`src/rtl/alu_arbiter.sv`:
```
// Round-robin arbiter sharing one registered ALU between NREQ requesters,
// with a per-op watchdog that aborts an op whose ALU result never arrives.
module alu_arbiter #(
  parameter int unsigned WIDTH   = 32,
  parameter int unsigned OPW     = 5,
  parameter int unsigned NREQ    = 2,
  parameter int unsigned TIMEOUT = 8
) (
  input  logic                  clk,
  input  logic                  rst,
  input  logic [NREQ-1:0]       req,
  input  logic [NREQ*OPW-1:0]   req_op,
  input  logic [NREQ*WIDTH-1:0] req_a,
  input  logic [NREQ*WIDTH-1:0] req_b,
  output logic [NREQ-1:0]       gnt,
  output logic [NREQ-1:0]       rsp_valid,
  output logic [WIDTH-1:0]      rsp_data,
  output logic                  rsp_err,
  output logic                  busy,
  output logic                  alu_en,
  output logic [OPW-1:0]        alu_op,
  output logic [WIDTH-1:0]      alu_a,
  output logic [WIDTH-1:0]      alu_b,
  input  logic                  alu_valid,
  input  logic [WIDTH-1:0]      alu_data
);

  localparam int unsigned IDXW = $clog2(NREQ);
  localparam int unsigned WDW  = $clog2(TIMEOUT);

  localparam logic [1:0] StIdle  = 2'd0;
  localparam logic [1:0] StIssue = 2'd1;
  localparam logic [1:0] StWait  = 2'd2;

  logic [1:0]      state_q, state_d;
  logic [IDXW-1:0] ptr_q, ptr_d;
  logic [IDXW-1:0] owner_q, owner_d;
  logic [WDW-1:0]  wdog_q, wdog_d;
  logic [NREQ-1:0] gnt_q, gnt_d;
  logic [NREQ-1:0] rsp_valid_q, rsp_valid_d;
  logic [WIDTH-1:0] rsp_data_q, rsp_data_d;
  logic            rsp_err_q, rsp_err_d;
  logic            busy_q, busy_d;
  logic            alu_en_q, alu_en_d;
  logic [OPW-1:0]  alu_op_q, alu_op_d;
  logic [WIDTH-1:0] alu_a_q, alu_a_d;
  logic [WIDTH-1:0] alu_b_q, alu_b_d;

  logic            win_found;
  logic [IDXW-1:0] win_idx;
  int unsigned     cand;

  // Scan from the requester just after the last owner, wrapping, so the
  // previous winner has lowest priority.
  always_comb begin
    win_found = 1'b0;
    win_idx   = '0;
    cand      = 0;
    for (int unsigned k = 1; k <= NREQ; k++) begin
      cand = (32'(ptr_q) + k) % NREQ;
      if (!win_found && req[cand]) begin
        win_found = 1'b1;
        win_idx   = IDXW'(cand);
      end
    end
  end

  always_comb begin
    state_d     = state_q;
    ptr_d       = ptr_q;
    owner_d     = owner_q;
    wdog_d      = wdog_q;
    gnt_d       = '0;
    rsp_valid_d = '0;
    rsp_data_d  = rsp_data_q;
    rsp_err_d   = rsp_err_q;
    alu_en_d    = 1'b0;
    alu_op_d    = alu_op_q;
    alu_a_d     = alu_a_q;
    alu_b_d     = alu_b_q;

    case (state_q)
      StIdle: begin
        if (win_found) begin
          gnt_d[win_idx] = 1'b1;
          owner_d        = win_idx;
          alu_op_d       = req_op[win_idx*OPW +: OPW];
          alu_a_d        = req_a[win_idx*WIDTH +: WIDTH];
          alu_b_d        = req_b[win_idx*WIDTH +: WIDTH];
          // Registered enable: high exactly during the ISSUE cycle.
          alu_en_d       = 1'b1;
          state_d        = StIssue;
        end
      end
      StIssue: begin
        wdog_d  = '0;
        state_d = StWait;
      end
      StWait: begin
        if (alu_valid) begin
          rsp_data_d           = alu_data;
          rsp_err_d            = 1'b0;
          rsp_valid_d[owner_q] = 1'b1;
          ptr_d                = owner_q;
          state_d              = StIdle;
        end else if (wdog_q == WDW'(TIMEOUT - 1)) begin
          rsp_data_d           = '0;
          rsp_err_d            = 1'b1;
          rsp_valid_d[owner_q] = 1'b1;
          ptr_d                = owner_q;
          state_d              = StIdle;
        end else begin
          wdog_d = wdog_q + 1'b1;
        end
      end
      default: state_d = StIdle;
    endcase

    busy_d = (state_d != StIdle);
  end

  always_ff @(posedge clk) begin
    if (rst) begin
      state_q     <= StIdle;
      ptr_q       <= IDXW'(NREQ - 1);
      owner_q     <= '0;
      wdog_q      <= '0;
      gnt_q       <= '0;
      rsp_valid_q <= '0;
      rsp_data_q  <= '0;
      rsp_err_q   <= 1'b0;
      busy_q      <= 1'b0;
      alu_en_q    <= 1'b0;
      alu_op_q    <= '0;
      alu_a_q     <= '0;
      alu_b_q     <= '0;
    end else begin
      state_q     <= state_d;
      ptr_q       <= ptr_d;
      owner_q     <= owner_d;
      wdog_q      <= wdog_d;
      gnt_q       <= gnt_d;
      rsp_valid_q <= rsp_valid_d;
      rsp_data_q  <= rsp_data_d;
      rsp_err_q   <= rsp_err_d;
      busy_q      <= busy_d;
      alu_en_q    <= alu_en_d;
      alu_op_q    <= alu_op_d;
      alu_a_q     <= alu_a_d;
      alu_b_q     <= alu_b_d;
    end
  end

  assign gnt       = gnt_q;
  assign rsp_valid = rsp_valid_q;
  assign rsp_data  = rsp_data_q;
  assign rsp_err   = rsp_err_q;
  assign busy      = busy_q;
  assign alu_en    = alu_en_q;
  assign alu_op    = alu_op_q;
  assign alu_a     = alu_a_q;
  assign alu_b     = alu_b_q;

endmodule

```
`config.mk`:
```
export PLATFORM = sky130hd
export DESIGN_NAME = alu_arbiter
export DESIGN_NICKNAME = d
export VERILOG_FILES = /design/src/rtl/alu_arbiter.sv
export SDC_FILE = /design/constraint.sdc
export NUM_CORES = 1
export LEC_CHECK = 0
export ABC_AREA = 1
export CORE_ASPECT_RATIO = 1.1
export CORE_MARGIN = 5
export CORE_UTILIZATION = 35
export DETAILED_ROUTE_END_ITERATION = 10
export PLACE_DENSITY = 0.72
export SETUP_SLACK_MARGIN = 0.1
export SYNTH_ARGS = -nofsm -noshare
export SYNTH_HDL_FRONTEND = slang
export SYNTH_SLANG_ARGS = --single-unit
```
`constraint.sdc`:
```
create_clock -name clk -period 3.1 [get_ports clk]
set_input_delay 0.31 -clock clk [delete_from_list [all_inputs] [get_ports clk]]
set_output_delay 0.31 -clock clk [all_outputs]
set_load 0.01 [all_outputs]
```
# Word level (Yosys, flattened, before mapping)

Index checks and enable logic that the tools add are counted.

Memories: 0
Memory bits (writable): 0
Register bits after elaboration: 115
Memory bits (read-only): 0
Word-level logic and storage cells: 76
Bits in latches: 0
Input port bits: 175

Equal/unequal tests: 5
$lt $le $gt $ge: 6
Divide/modulo/power cells: 0
Mux-type cells: 28
Reduce and logical (&&, ||, !) cells: 14
Add/subtract/negate cells: 3
Bitwise logic cells: 3
$mul: 1
Shifts and indexed selects: 3

Operators with widths:

| operator                                                               | count |
|---|---|
| 64-bit by 7-bit indexed part select with 32-bit output                 | 2 |
| 32-bit two-way mux                                                     | 2 |
| 1-bit two-way mux                                                      | 15 |
| 2-bit two-way mux                                                      | 5 |
| 10-bit by 5-bit indexed part select with 5-bit output                  | 1 |
| 1-bit by 2-bit < comparator with 1-bit output (second input constant)  | 4 |
| 3-bit two-way mux                                                      | 2 |
| 2-bit one-hot mux with 3 select lines                                  | 1 |
| 3-bit one-hot mux with 2 select lines                                  | 1 |
| 2-bit nonzero test                                                     | 3 |
| 1-bit by 3-bit multiplier with 4-bit output (second input constant)    | 1 |
| 2-bit != test (second input constant)                                  | 2 |
| 2-bit AND reduction                                                    | 2 |
| 2-bit OR reduction                                                     | 2 |
| 3-bit by 1-bit adder with 3-bit output (second input constant)         | 1 |
| 3-bit equality test (second input constant)                            | 1 |
| 1-bit logical AND                                                      | 3 |
| 1-bit inverter                                                         | 3 |
| 3-bit AND reduction                                                    | 1 |
| 3-bit OR reduction                                                     | 1 |
| 1-bit adder (second input constant)                                    | 2 |
| 1-bit demux with 1-bit select                                          | 2 |
| 2-bit by 1-bit equality test with 1-bit output (second input constant) | 1 |
| 2-bit equality test (second input constant)                            | 1 |
| other kinds (3)                                                        | 4 |

# Logic depth before layout (Yosys ltp)

Depth after elaboration: 11
Mapped depth: 9
Mapped depth without buffers: 8

# Least setup slack after synthesis

No wires, ideal clock.

Kind: reg-to-reg
Start point: register wdog_q[0]
End point: register ptr_q
Setup slack: 1.640 ns
Stages on the path, launching flop included: 10
Period minus slack after synthesis: 1.460 ns
Buffers on the path: 1
Data arrival time: 1.351 ns
Required time: 2.991 ns
Library setup time: 0.109 ns
Cells stage by stage: dfxtp_1 ha_1 ha_1 nor2_1 nor2_1 inv_2 buf_2 nand2_1 nand2_1 inv_1

Cells in the longest elaborated chain, start to end: 3

RTL lines:

| what                          | line | source |
|---|---|---|
| start, declared               | 38   | `logic [WDW-1:0] wdog_q, wdog_d;` |
| start signal, assigned        | 141  | `wdog_q <= wdog_d;` |
| 3-bit equality test           | 106  | `end else if (wdog_q == WDW'(TIMEOUT - 1)) begin` |
| 2-bit nonzero test (no line)  | --   |  |
| 2-bit AND reduction (no line) | --   |  |
| end signal, assigned          | 125  | `ptr_q <= IDXW'(NREQ - 1);` |
| end signal, assigned          | 139  | `ptr_q <= ptr_d;` |
| end, declared                 | 36   | `logic [IDXW-1:0] ptr_q, ptr_d;` |

Every way passes these cells.
A chain may end at the register's enable or synchronous reset.

# Worst setup path after layout

Start point: register wdog_q[0]
End point: register rsp_data_q[22] (netlist: rsp_data[22])

Cells in the longest elaborated chain, start to end: 3

RTL lines:

| what                          | line | source |
|---|---|---|
| 3-bit equality test           | 106  |  |
| 2-bit nonzero test (no line)  | --   |  |
| 2-bit AND reduction (no line) | --   |  |
| end signal, assigned          | 144  | `rsp_data_q <= rsp_data_d;` |
| end, declared                 | 41   | `logic [WIDTH-1:0] rsp_data_q, rsp_data_d;` |

Every way passes these cells.

==> results by group <==
Outcome
  • Status: completed

Timing
  • Fmax: 0.5315 GHz
  • RSZ-0062 raised after global routing: no
  • Worst-margin pin slew: approximately 0.83 ns
  • Final setup TNS: 0 ns
  • Final Critical Period: between 1.5 and 2 ns
  • Final Cycle Share: 0.6070
  • Max_slew headroom: 0.4451
  • PnR worst setup slack: approximately 1.2 ns
  • Final Max Slew Viols: 0
  • Max Clock Skew: approximately 0.010 ns
  • Final Hold Viols: 0
  • Final setup fails: 0

Cells and area
  • Ant. Diodes: 0
  • Nets: 1085
  • Fill cell count: between 1000 and 1500
  • Layout Utilization: 0.6166
  • Share of cells above drive strength 1: 0.05320
  • Finished Cell Area: between 0.008 and 0.009 mm2
  • Synth-to-layout area growth: 73.83%

Global routing
  • Initial antenna violation count: 0
  • First-pass GRT wire length: about 25000 um
  • Largest net degree at the start of global routing: 86
  • Gr ovfl total: 0
  • Vias in the first global route: between 4000 and 5000
  • Gr usage total: 0.2004

Routing
  • Drt initial violations: 250
  • Final WL: about 16000 um
  • Final antenna-violating net count: 0
  • Drt pass-1 iters: 4
  • Vias: ~5200
  • Vias per inst: 4.831
  • DR DRC count: 0
  • Routed len/inst: between 15 and 20 um

Placed design
  • Placer congestion estimate: between 0.8 and 0.9
  • Post-DP HPWL: 11210 um
  • Count of port buffers added during placement: between 200 and 300
  • Pre-CTS worst setup slack: 1.083 ns
  • DP Area: 0.007551 mm2

Synthesis
  • Post-synth cell types: 15
  • Post-synth ARST share: 0
  • Largest family of logic cells by synthesized area: simple AND/OR/NAND/NOR gates
  • Flops & latches, synth: about 120
  • Sequential area share after synthesis: 0.4933
  • Post-synthesis mux area share: 0
  • Number of enable flip-flop cells after synthesis: 0
  • Commonest cells post-synth: nand2_1, nand3_1, dfxtp_1
  • Post-synthesis average cell area: about 7.2 um2
  • Synth Flop Type: dfxtp_1
  • Post-Syn Nets: just over 800
  • Cell taking the most area after synthesis: dfxtp_1
  • Synthesized cell area: around 0.0047 mm2
  • Post-synthesis xor/xnor area fraction: 0
  • Simple-Gate Fraction of Synth Area: 0.4005
  • Post-synthesis cell count: ~650
  • Synth area leaders: dfxtp_1, nand3_1, nand2_1
  • Synth Area in Compound Gates: 0.03753
  • Synth warn: 0
  • Area share of fa/ha/maj cells after synthesis: 0.005362
  • Yosys top cell area share: 0.4933
  • Top-count cell post-synth: nand2_1

Clock tree
  • Worst-Skew Late Latency: about 0.41 ns
  • Clock buffer depth: 2
  • Resize count post-CTS: 0
  • Total CTS buffers: 17
  • Sink Count: between 100 and 150
  • Clock transition at path regs: roughly 0.050 ns
  • CTS tree: built
  • Setup Buffers After CTS: 0
  • Max H-tree Level: 4
  • # hold bufs at CTS: 0
  • Root Driver: clkbuf_16

Worst hold path
  • HP Class: reg -> reg
  • WHS Path Cells: 2
  • Hold path startpoint: owner_q
  • Worst Hold Endpoint: owner_q

Setup path
  • Worst R2R Start: wdog_q[0]
  • Crit-path max FO: 34
  • CP bufs+invs: 1
  • Crit path capture type: flop
  • Slowest stage cell, crit path: inv_2
  • Reg-to-Reg End: rsp_data[22]
  • Slowest stage delay, CP: around 0.44 ns
  • Crit path kind: reg -> reg
  • Crit path DAT: approximately 2.2 ns
  • Worst Reg-to-Reg Cells: 7
  • CP Cell Sequence: ha_1, ha_1, nor2_1, nor2_1, inv_2, nand2_1, a21oi_1
  • Critical path's top delay family: simple AND/OR/NAND/NOR gates
  • Critical path data required time: ~3.4 ns
  • CP startpoint kind: flop
  • R2R setup slack: about 1.2 ns

Floorplanning
  • Die Span Y: approximately 130 um
  • Core area: 0.01316 mm2
  • Initial Utilization: 0.3547
  • FP Rows: 44
  • Full die area: ~0.016 mm2
  • Die W: between 100 and 150 um
  • I/O pins: about 280

Power and ir drop
  • Leakage: about 3.4 nW
  • Power Total: 0.004344 W
  • Max VDD drop: between 0.2 and 0.3 mV
  • Cell Pwr Density: between 500 and 600 mW/mm2

Job
  • Max Cap Viol: 0
==> worst register-to-register path: stages (launching register included) <==
cell	delay [ns]
dfxtp_1	0.33
ha_1	0.21
ha_1	0.18
nor2_1	0.22
nor2_1	0.12
inv_2	0.44
nand2_1	0.14
a21oi_1	0.17
==> kinds of logic (layout without fill, tap and decap cells) <==
kind of cell,count (synthesis),in the layout
and+or+nand+nor,432,432
DFF,115,115
buffers and inverters,63,337
AOI/OAI and AO/OA,35,35
adders and majority gates,2,2
==> flip-flops by register name, indices dropped and copies added, names as in the netlist, 2 cells and up <==
signal,cells
gnt,2
rsp_data,32
rsp_valid,2
alu_op,5
wdog_q,3
alu_b,32
alu_a,32
state_q,2
==> report_power, final <==
part / total (W) / leakage, nW / switching [W] / internal, W
registers: 0.00165 / 0.942 / 0.0000574 / 0.00160
logic: 0.000830 / 2.14 / 0.000367 / 0.000463
clock network: 0.00186 / 0.280 / 0.000668 / 0.00119
==> area by class of cell <==
class	count	area (um2)	area share
Inverter	14	52.55	0.006477
Tap cell	161	201.4	0.02483
Clock buffer	21	450.4	0.05552
Clock inverter	11	111.4	0.01373
Timing Repair Buffer	291	2915	0.3593
Multi-Input combinational cell	469	2079	0.2563
Sequential cell	115	2302	0.2838
==> routing by layer <==
| layer | part of all wire | GRT usage | vias up |
|---|---|---|---|
| li1 | - | - | 2650 |
| met1 | 0.41 | 0.2338 | 2338 |
| met2 | 0.47 | 0.3240 | 200 |
| met3 | 0.079 | 0.06965 | 39 |
| met4 | 0.034 | 0.1044 | 0 |
| met5 | 0 | 0 | - |
==> layout by cell type, fill, tap and decap left out <==
cell type | Yosys | final
nand2_2 | 1 | 1
clkinv_2 | 0 | 7
nor2_4 | 0 | 2
a21oi_1 | 35 | 35
dfxtp_1 | 115 | 115
buf_4 | 8 | 7
clkbuf_16 | 0 | 17
bufinv_16 | 0 | 2
clkbuf_1 | 11 | 3
clkdlybuf4s50_1 | 0 | 282
clkbuf_8 | 0 | 1
nor2_1 | 7 | 7
clkinvlp_4 | 0 | 1
ha_1 | 2 | 2
nor3_1 | 2 | 2
inv_1 | 9 | 9
clkinv_4 | 0 | 1
nand3_1 | 184 | 184
nand2_1 | 233 | 233
inv_2 | 5 | 5
nor2_2 | 5 | 3
buf_12 | 0 | 2
==> how the worst max path moves through the flow <==
stage               from           end  slack [ns]  cells past startpoint
6_report       wdog_q[0]  rsp_data[22]        1.22                      7
3_5_place_dp      req[0]     alu_op[1]        1.08                      8
3_3_place_gp      req[0]     alu_op[3]        1.13                      8
5_1_grt        wdog_q[0]  rsp_data[22]        1.04                      7
4_1_cts        wdog_q[0]  rsp_data[22]        1.19                      7
2_1_floorplan  wdog_q[0]         ptr_q        1.64                      9
==> metrics by stage <==
stage          std cells  hold slack (ns)
2_1_floorplan        647           0.4188
3_5_place_dp        1050           0.4330
5_1_grt             1082           0.4500
6_report            1082           0.4432
3_3_place_gp        1050           0.4310
4_1_cts             1082           0.4394
(Power assumes the default switching activity.)
